--- config.mk ---
export PLATFORM = sky130hd
export DESIGN_NAME = id_stage_blk
export DESIGN_NICKNAME = d
export VERILOG_FILES = /design/src/rtl/id_stage_blk.sv
export SDC_FILE = /design/constraint.sdc
export NUM_CORES = 2
export LEC_CHECK = 0
export ABC_AREA = 0
export BUFFER_PORTS_ARGS = -buffer_cell sky130_fd_sc_hd__buf_2
export CORE_UTILIZATION = 50
export CTS_CLUSTER_DIAMETER = 50
export DETAILED_ROUTE_END_ITERATION = 8
export PLACE_DENSITY = 0.67
export RECOVER_POWER = 25
export SLEW_MARGIN = 20
export SYNTH_ARGS = -nofsm -noshare
export SYNTH_HDL_FRONTEND = slang
export SYNTH_SLANG_ARGS = --single-unit
--- constraint.sdc ---
create_clock -name CLK -period 3.3 [get_ports CLK]
set_clock_uncertainty 0.1 [all_clocks]
set_input_delay 0.33 -clock CLK [delete_from_list [all_inputs] [get_ports CLK]]
set_output_delay 0.33 -clock CLK [all_outputs]
set_load 0.01 [all_outputs]
--- src/rtl/id_stage_blk.sv ---
// RV32I instruction-decode stage: control decode, immediate generation, 32x32
// register file with WB write-through, load-use detection and the ID/EX register.
module id_stage_blk #(
    parameter int XLEN  = 32,
    parameter int NREGS = 32
) (
    input  logic            CLK,
    input  logic            RSTB,
    input  logic [31:0]     IF_ID_INST_IN,
    input  logic [XLEN-1:0] IF_ID_PC_IN,
    input  logic            ID_STALL,
    input  logic            ID_FLUSH,
    input  logic            WB_REG_WRITE,
    input  logic [4:0]      WB_RD,
    input  logic [XLEN-1:0] WB_DATA,
    output logic            HAZARD_STALL,
    output logic [XLEN-1:0] ID_EX_PC_OUT,
    output logic [XLEN-1:0] ID_EX_RS1_DATA,
    output logic [XLEN-1:0] ID_EX_RS2_DATA,
    output logic [XLEN-1:0] ID_EX_IMM,
    output logic [4:0]      ID_EX_RS1,
    output logic [4:0]      ID_EX_RS2,
    output logic [4:0]      ID_EX_RD,
    output logic [2:0]      ID_EX_FUNCT3,
    output logic            ID_EX_FUNCT7B5,
    output logic            ID_EX_REG_WRITE,
    output logic            ID_EX_MEM_READ,
    output logic            ID_EX_MEM_WRITE,
    output logic            ID_EX_BRANCH,
    output logic            ID_EX_JUMP,
    output logic            ID_EX_ALU_SRC,
    output logic            ID_EX_MEM_TO_REG,
    output logic            ID_EX_VALID,
    output logic            ID_EX_ILLEGAL
);

    localparam logic [6:0] OP_R      = 7'b0110011;
    localparam logic [6:0] OP_IALU   = 7'b0010011;
    localparam logic [6:0] OP_LOAD   = 7'b0000011;
    localparam logic [6:0] OP_STORE  = 7'b0100011;
    localparam logic [6:0] OP_BRANCH = 7'b1100011;
    localparam logic [6:0] OP_JAL    = 7'b1101111;
    localparam logic [6:0] OP_JALR   = 7'b1100111;
    localparam logic [6:0] OP_LUI    = 7'b0110111;
    localparam logic [6:0] OP_AUIPC  = 7'b0010111;

    typedef struct packed {
        logic [XLEN-1:0] pc;
        logic [XLEN-1:0] rs1_data;
        logic [XLEN-1:0] rs2_data;
        logic [XLEN-1:0] imm;
        logic [4:0]      rs1;
        logic [4:0]      rs2;
        logic [4:0]      rd;
        logic [2:0]      funct3;
        logic            funct7b5;
        logic            reg_write;
        logic            mem_read;
        logic            mem_write;
        logic            branch;
        logic            jump;
        logic            alu_src;
        logic            mem_to_reg;
        logic            valid;
        logic            illegal;
    } id_ex_t;

    logic [31:0]     inst;
    logic [6:0]      opcode;
    logic [4:0]      rs1;
    logic [4:0]      rs2;
    logic [XLEN-1:0] imm_i, imm_s, imm_b, imm_u, imm_j;
    logic [XLEN-1:0] regs [NREGS];
    logic            wb_en;
    logic            uses_rs1;
    logic            uses_rs2;
    id_ex_t          dec;
    id_ex_t          id_ex_q;

    assign inst   = IF_ID_INST_IN;
    assign opcode = inst[6:0];
    assign rs1    = inst[19:15];
    assign rs2    = inst[24:20];

    assign imm_i = {{(XLEN-12){inst[31]}}, inst[31:20]};
    assign imm_s = {{(XLEN-12){inst[31]}}, inst[31:25], inst[11:7]};
    assign imm_b = {{(XLEN-12){inst[31]}}, inst[7], inst[30:25], inst[11:8], 1'b0};
    assign imm_u = {{(XLEN-31){inst[31]}}, inst[30:12], 12'b0};
    assign imm_j = {{(XLEN-20){inst[31]}}, inst[19:12], inst[20], inst[30:21], 1'b0};

    assign wb_en = WB_REG_WRITE && (WB_RD != 5'd0);

    // NOTE: the register file is reset like any other state here; x0 is never
    // written, so its entry stays zero and reads of x0 are forced to zero anyway.
    always_ff @(posedge CLK or negedge RSTB) begin
        if (!RSTB) begin
            for (int i = 0; i < NREGS; i++) regs[i] <= '0;
        end else if (wb_en) begin
            regs[WB_RD] <= WB_DATA;
        end
    end

    // NOTE: every signal written here gets a default first, so no path can infer a latch.
    always_comb begin
        dec          = '0;
        uses_rs1     = 1'b1;
        uses_rs2     = 1'b0;
        dec.pc       = IF_ID_PC_IN;
        dec.rs1      = rs1;
        dec.rs2      = rs2;
        dec.rd       = inst[11:7];
        dec.funct3   = inst[14:12];
        dec.funct7b5 = inst[30];
        dec.valid    = 1'b1;
        dec.rs1_data = (rs1 == 5'd0) ? '0 : (wb_en && WB_RD == rs1) ? WB_DATA : regs[rs1];
        dec.rs2_data = (rs2 == 5'd0) ? '0 : (wb_en && WB_RD == rs2) ? WB_DATA : regs[rs2];
        case (opcode)
            OP_R:      begin dec.reg_write = 1'b1; uses_rs2 = 1'b1; end
            OP_IALU:   begin dec.reg_write = 1'b1; dec.alu_src = 1'b1; dec.imm = imm_i; end
            OP_LOAD:   begin
                dec.reg_write  = 1'b1;
                dec.mem_read   = 1'b1;
                dec.mem_to_reg = 1'b1;
                dec.alu_src    = 1'b1;
                dec.imm        = imm_i;
            end
            OP_STORE:  begin dec.mem_write = 1'b1; dec.alu_src = 1'b1; dec.imm = imm_s; uses_rs2 = 1'b1; end
            OP_BRANCH: begin dec.branch = 1'b1; dec.imm = imm_b; uses_rs2 = 1'b1; end
            OP_JAL:    begin
                dec.reg_write = 1'b1; dec.jump = 1'b1; dec.alu_src = 1'b1; dec.imm = imm_j; uses_rs1 = 1'b0;
            end
            OP_JALR:   begin dec.reg_write = 1'b1; dec.jump = 1'b1; dec.alu_src = 1'b1; dec.imm = imm_i; end
            OP_LUI, OP_AUIPC: begin
                dec.reg_write = 1'b1; dec.alu_src = 1'b1; dec.imm = imm_u; uses_rs1 = 1'b0;
            end
            default:   dec.illegal = 1'b1;
        endcase
    end

    assign HAZARD_STALL = id_ex_q.mem_read && id_ex_q.valid && (id_ex_q.rd != 5'd0) &&
                          ((uses_rs1 && id_ex_q.rd == rs1) || (uses_rs2 && id_ex_q.rd == rs2));

    // Flush beats stall; a hazard only injects a bubble when the register is free to move.
    // NOTE: sequential state uses non-blocking assignments so all flops update together.
    always_ff @(posedge CLK or negedge RSTB) begin
        if (!RSTB) begin
            id_ex_q <= '0;
        end else if (ID_FLUSH) begin
            id_ex_q <= '0;
        end else if (!ID_STALL) begin
            id_ex_q <= HAZARD_STALL ? '0 : dec;
        end
    end

    assign ID_EX_PC_OUT     = id_ex_q.pc;
    assign ID_EX_RS1_DATA   = id_ex_q.rs1_data;
    assign ID_EX_RS2_DATA   = id_ex_q.rs2_data;
    assign ID_EX_IMM        = id_ex_q.imm;
    assign ID_EX_RS1        = id_ex_q.rs1;
    assign ID_EX_RS2        = id_ex_q.rs2;
    assign ID_EX_RD         = id_ex_q.rd;
    assign ID_EX_FUNCT3     = id_ex_q.funct3;
    assign ID_EX_FUNCT7B5   = id_ex_q.funct7b5;
    assign ID_EX_REG_WRITE  = id_ex_q.reg_write;
    assign ID_EX_MEM_READ   = id_ex_q.mem_read;
    assign ID_EX_MEM_WRITE  = id_ex_q.mem_write;
    assign ID_EX_BRANCH     = id_ex_q.branch;
    assign ID_EX_JUMP       = id_ex_q.jump;
    assign ID_EX_ALU_SRC    = id_ex_q.alu_src;
    assign ID_EX_MEM_TO_REG = id_ex_q.mem_to_reg;
    assign ID_EX_VALID      = id_ex_q.valid;
    assign ID_EX_ILLEGAL    = id_ex_q.illegal;

endmodule

* After elaboration in Yosys (flattened, before gate mapping)
Index checks and enable logic that the tools add are counted. W data, S select, Z words.
Word-level totals: bits in latches 0, memories kept 0, register bits after elaboration 1180, input bits 106, memory bits (writable) 0, logic and storage cells 119, bits in read-only memories 0
Cells by class: equality and inequality tests 14, order comparisons 4, mux-type cells 26, bitwise gates (word level) 3, shifts and indexed selects 0, div/mod/pow operators 0, $mul 0, reduce and logical (&&, ||, !) cells 22, add/sub/neg operators 0
Operator list (number):
- $bwmux W1024 | 1
- $mux W156 | 3
- $bmux W32 S5 | 2
- $mux W32 | 9
- $demux W32 S5 | 1
- $pmux W32 S5 | 1
- $eq A7 B6 Y1 const B | 3
- $eq A7 B7 Y1 const B | 3
- $eq A5 B5 Y1 | 4
- $ge A6 B6 Y1 const B | 3
- $not A5 Y6 | 3
- $eq A7 B5 Y1 const B | 2
- $reduce_or A7 Y1 | 2
- $logic_not A5 Y1 | 2
- $reduce_bool A5 Y1 | 2
- $logic_and A1 B1 Y1 | 9
- $mux W1 | 9
- $reduce_or A3 Y1 | 3
- $reduce_or A9 Y1 | 1
- $eq A7 B2 Y1 const B | 1
- $lt A6 B1 Y1 const B | 1
- $reduce_or A2 Y1 | 2
- $ne A2 B1 Y1 const B | 1
- $logic_or A1 B1 Y1 | 1

* Depth between registers and ports, before layout
depth after elaboration 9, gate-level depth with buffers 10

* Least setup slack after synthesis
No wires, ideal clock.
kind input -> register, start input port IF_ID_INST_IN[20], end register id_ex_q (netlist bit ID_EX_RS2_DATA[4]), path slack 0.652 ns, cell stages on the path 7, arrival time 2.422 ns, cell sequence buf_2 -> buf_2 -> buf_1 -> mux4_2 -> a211oi_1 -> a211oi_2 -> a221o_1
On the way: longest elaborated chain between the ends 9
RTL lines:
- from (decl) | RTL line 9 | input logic [31:0] IF_ID_INST_IN,
- $not A5 Y6 (not written as such) | RTL line 116 | dec.rs2_data = (rs2 == 5'd0) ? '0 : (wb_en && WB_RD == rs2) ? WB_DATA : regs[rs2];
- $bmux W32 S5 | RTL line 116
- $mux W32 (not written as such) (2 in series) | RTL line 116
- $mux W32 (2 in series) | RTL line 116
- $mux W156 * | RTL line 151 | id_ex_q <= HAZARD_STALL ? '0 : dec;
- $mux W156 * | RTL line 150 | end else if (!ID_STALL) begin
- $mux W156 * | RTL line 148 | end else if (ID_FLUSH) begin
- to (signal assigned) | RTL line 151
- to (decl) | RTL line 78 | id_ex_t id_ex_q;
Every way passes the cells marked *; elsewhere a longest branch is shown, timed or not. The select of a mux whose other input is x is not followed. A chain may end at the register's enable or synchronous reset.

* Worst setup path in the final report
start register id_ex_q (netlist bit ID_EX_RD[1]), end register id_ex_q (netlist bit ID_EX_MEM_READ)
On the way: longest elaborated chain between the ends 7
RTL lines:
- $eq A5 B5 Y1 | RTL line 141 | ((uses_rs1 && id_ex_q.rd == rs1) || (uses_rs2 && id_ex_q.rd == rs2));
- $logic_and A1 B1 Y1 | RTL line 141
- $logic_or A1 B1 Y1 | RTL line 141
- $logic_and A1 B1 Y1 * | RTL line 140 | assign HAZARD_STALL = id_ex_q.mem_read && id_ex_q.valid && (id_ex_q.rd != 5'd0) &&
- $mux W156 * | RTL line 151
- $mux W156 * | RTL line 150
- $mux W156 * | RTL line 148
Marks and branches as above.

==> flow_summary_export.csv <==
group,metric,value,unit
synthesis,synth_cells,4133,
drt,drt_iter0_markers,4730,
setup_path,worstPathArrival,3650,ps
synthesis,avgSynthCellArea,14.47,um2
die,die_y,347.9,um
power,seqPwrFrac,45.2,%
placed_design,placed_cells_incl_taps,5720,
timing,finalHoldViolCount,0,
timing,rsz0062_at_grt,"no",
synthesis,netlist_area,59820,um2
die,io_pins,263,
grt,grt_max_degree,113,
clock_network,clkLatencyLatePin,770,ps
placed_design,pre_cts_ws,350.6,ps
die,die_x,347.9,um
power,p_leak,30.47,nW
grt,track_usage,33.01,%
drt,vias,41003,
clock_network,cts_buffers,139,
timing,tns,0,ps
synthesis,synth_cell_types,57,
grt,antenna_found_initial,2,
clock_network,cts-root-buf,"clkbuf_16",
synthesis,ys.flop_type,"dfrtp_1",
placed_design,gp_congestion,0.8369,
timing,holdWs,71.28,ps
synthesis,yosys_warnings,0,
timing,tightest_slew,2667,ps
drt,first_pass_iters,6,
job,drv_cap,2,
finish,seqCellArea,29500,um2
clock_network,clkTransAtPathRegs,60,ps
setup_path,required,3890,ps
clock_network,clk_path_buf_depth,3,
finish,fin_nets,4427,
finish,drive_above_1_share,46.49,%
synthesis,synth_edf_count,0,
drt,routed_via_density,6.804,
grt,grt.overflow.total,0,
timing,fin_crit_sh,92.48,%
drt,post_drt_wl_per_cell,32.83,um
power,pwr_density_cell,604.1,nW/um2
drt,drc,0,
power,p_switching,11.27,mW
setup_path,endpoint_kind,"flip-flop",
power,vdd_drop_max,0.4289,mV
clock_network,h-tree-depth,4,
placed_design,hpwl,113000,um
setup_path,path_max_fanout,24,
power,switching_share,27.06,%
finish,fillers,9310,
drt,detail-route-antenna-nets,0,
die,die-area,121000,um2
synthesis,async_flop_share,100.0,%
finish,multi_input_comb_area,28660,um2
timing,setup_ws,248.3,ps
power,internal_power,30.38,mW
clock_network,cts_tree,"done",
synthesis,synth-seq-area-share,49.32,%
setup_path,crit_type,"flip-flop to flip-flop",
clock_network,cts_resized,0,
power,p_comb_share,17.8,%
grt,grt_pass1_wl,292000,um
outcome,violations,"capacitance limit, slew limit",
die,initial_core_util,50.52,%
worst_hold_path,hp-class,"input pin to flip-flop",
clock_network,hold_buffers,60,
synthesis,synth_nets,4239,
timing,setup_violations,0,
grt,grt_pass1_vias,41678,
die,core_area,118400,um2
finish,fin_cells,6026,
die,rows,126,
clock_network,cts_setup_buffers,0,
power,clkPwrFrac,37.0,%
drt,wl,197800,um
setup_path,start_kind,"flip-flop",
finish,syn_to_final_growth,15.27,%
clock_network,clkSinkCount,1179,
placed_design,place.port_buffers,262,
timing,finalCriticalPeriod,3052,ps
outcome,status,"finished, violations left",
synthesis,synth_seq_cells,1179,
timing,max_slew_margin,-77.79,%
timing,fmax,327.7,MHz
timing,drv_slew,83,
==> placed cells by master (no fill, tap or decap), types with 16 or more instances in the layout <==
master | Yosys | layout
mux2_2 | 927 | 927
o22ai_1 | 63 | 63
clkbuf_8 | 0 | 22
o221ai_1 | 64 | 64
buf_2 | 72 | 253
mux4_2 | 386 | 386
dlygate4sd3_1 | 0 | 60
clkinv_2 | 0 | 18
nand2_1 | 66 | 48
clkbuf_1 | 318 | 38
buf_4 | 4 | 121
a22o_1 | 124 | 124
dfrtp_1 | 1179 | 1179
a211oi_1 | 51 | 51
mux2_1 | 65 | 65
a2111oi_0 | 21 | 21
mux2i_1 | 254 | 254
a22oi_1 | 140 | 140
a21oi_1 | 79 | 79
clkbuf_16 | 0 | 146
xnor2_1 | 16 | 16
o21ai_1 | 62 | 62
a211oi_2 | 26 | 26
a221o_1 | 27 | 27
buf_12 | 0 | 64
nor2_4 | 0 | 18
==> final timing paths <==
kind                                              start                            end  slack, ps  depth (start not counted)
min in group asynchronous                          RSTB          regs[181]$_DFFE_PN0P_        830                          2
max in group asynchronous                          RSTB          regs[379]$_DFFE_PN0P_        390                          3
worst min-delay path                         WB_DATA[9]  ID_EX_RS1_DATA[9]$_DFFE_PN0P_         70                          3
worst max register to register  ID_EX_RD[1]$_DFFE_PN0P_     ID_EX_MEM_READ$_DFFE_PN0P_        250                          9
worst min register to register   regs[1000]$_DFFE_PN0P_         regs[1000]$_DFFE_PN0P_        300                          0
worst max-delay path            ID_EX_RD[1]$_DFFE_PN0P_     ID_EX_MEM_READ$_DFFE_PN0P_        250                          9
==> cell type report <==
class	count	area share [%]
Clock inverter	49	0.7603
Tap cell	1600	2.903
Antenna cell	4	0.01452
Clock buffer	193	5.859
Inverter	3	0.01633
Sequential cell	1179	42.79
Timing Repair Buffer	521	6.088
Multi-Input combinational cell	2477	41.57
==> per-stage QoR <==
stage | cell area (um2) | util (%) | power [mW]
floorplan | 59820 | - | 23.82
global placement | 63870 | 53.94 | 25.99
detailed placement | 63870 | 53.94 | 26.30
CTS | 69030 | 58.31 | 41.73
global route | 68940 | 58.23 | 43.21
finish | 68950 | 58.24 | 41.65
==> synthesized netlist by cell type, types with 5 or more instances <==
library cell	count	share of area, %
dfrtp_1	1179	49
mux2_2	927	17
mux4_2	386	15
clkbuf_1	318	2.0
mux2i_1	254	4.3
a22oi_1	140	1.8
a22o_1	124	1.8
a21oi_1	79	0.66
buf_1	78	0.49
buf_2	72	0.60
nand2_1	66	0.41
mux2_1	65	1.2
o221ai_1	64	0.94
o22ai_1	63	0.66
o21ai_1	62	0.52
a211oi_1	51	0.64
nor2_1	30	0.19
a221o_1	27	0.45
a211oi_2	26	0.54
a2111oi_0	21	0.31
xnor2_1	16	0.23
nor3_1	6	0.050
o21ai_0	6	0.050
nand3_1	5	0.042
nand3b_1	5	0.063
nand4_1	5	0.052
nor2b_1	5	0.052
nor3b_1	5	0.063
==> cell families after synthesis <==
| kind of cell | count (synthesis) | share of synthesized area [%] |
|---|---|---|
| AND/OR/NAND/NOR | 150 | 1.222 |
| buffers and inverters | 477 | 3.194 |
| multiplexers | 1632 | 37.46 |
| flip-flops | 1179 | 49.32 |
| XOR/XNOR | 20 | 0.2928 |
| AO/OA/AOI/OAI | 675 | 8.513 |
==> flip-flops by register name (all words and copies together), names as in the netlist <==
| register | cells |
|---|---|
| ID_EX_ILLEGAL | 1 |
| ID_EX_IMM | 32 |
| ID_EX_PC_OUT | 32 |
| ID_EX_REG_WRITE | 1 |
| ID_EX_RS1_DATA | 32 |
| ID_EX_MEM_READ | 1 |
| ID_EX_BRANCH | 1 |
| ID_EX_JUMP | 1 |
| ID_EX_MEM_WRITE | 1 |
| ID_EX_FUNCT3 | 3 |
| ID_EX_VALID | 1 |
| ID_EX_RS1 | 5 |
| regs | 1024 |
| ID_EX_RD | 5 |
| ID_EX_FUNCT7B5 | 1 |
| ID_EX_ALU_SRC | 1 |
| ID_EX_RS2 | 5 |
| ID_EX_RS2_DATA | 32 |
==> worst max-delay path, stage by stage, from the launching register on <==
cell and delay [ps]:
dfrtp_1 430, or4_1 560, o211ai_2 240, nor4_1 150, buf_4 180, nor2_4 100
buf_4 290, nand2_1 140, o31ai_1 220, dlygate4sd3_1 570
==> power groups by stage <==
| stage | Combinational (mW) | Sequential (mW) | Clock, mW |
|---|---|---|---|
| 2_1_floorplan | 5.44 | 18.4 | 0 |
| 3_3_place_gp | 7.17 | 18.8 | 0 |
| 3_5_place_dp | 7.33 | 19.0 | 0 |
| 4_1_cts | 7.43 | 18.7 | 15.6 |
| 5_1_grt | 7.93 | 19.1 | 16.2 |
| 6_report | 7.43 | 18.8 | 15.4 |
==> routing by layer <==
| layer | global-route usage [%] | vias to the layer above | routed length, um |
|---|---|---|---|
| li1 | - | 16469 | - |
| met1 | 44.69 | 21954 | 79110 |
| met2 | 52.23 | 2064 | 93730 |
| met3 | 5.920 | 516 | 15460 |
| met4 | 14.74 | 0 | 9521 |
| met5 | 0 | - | 0 |
(Power assumes the default switching activity.)
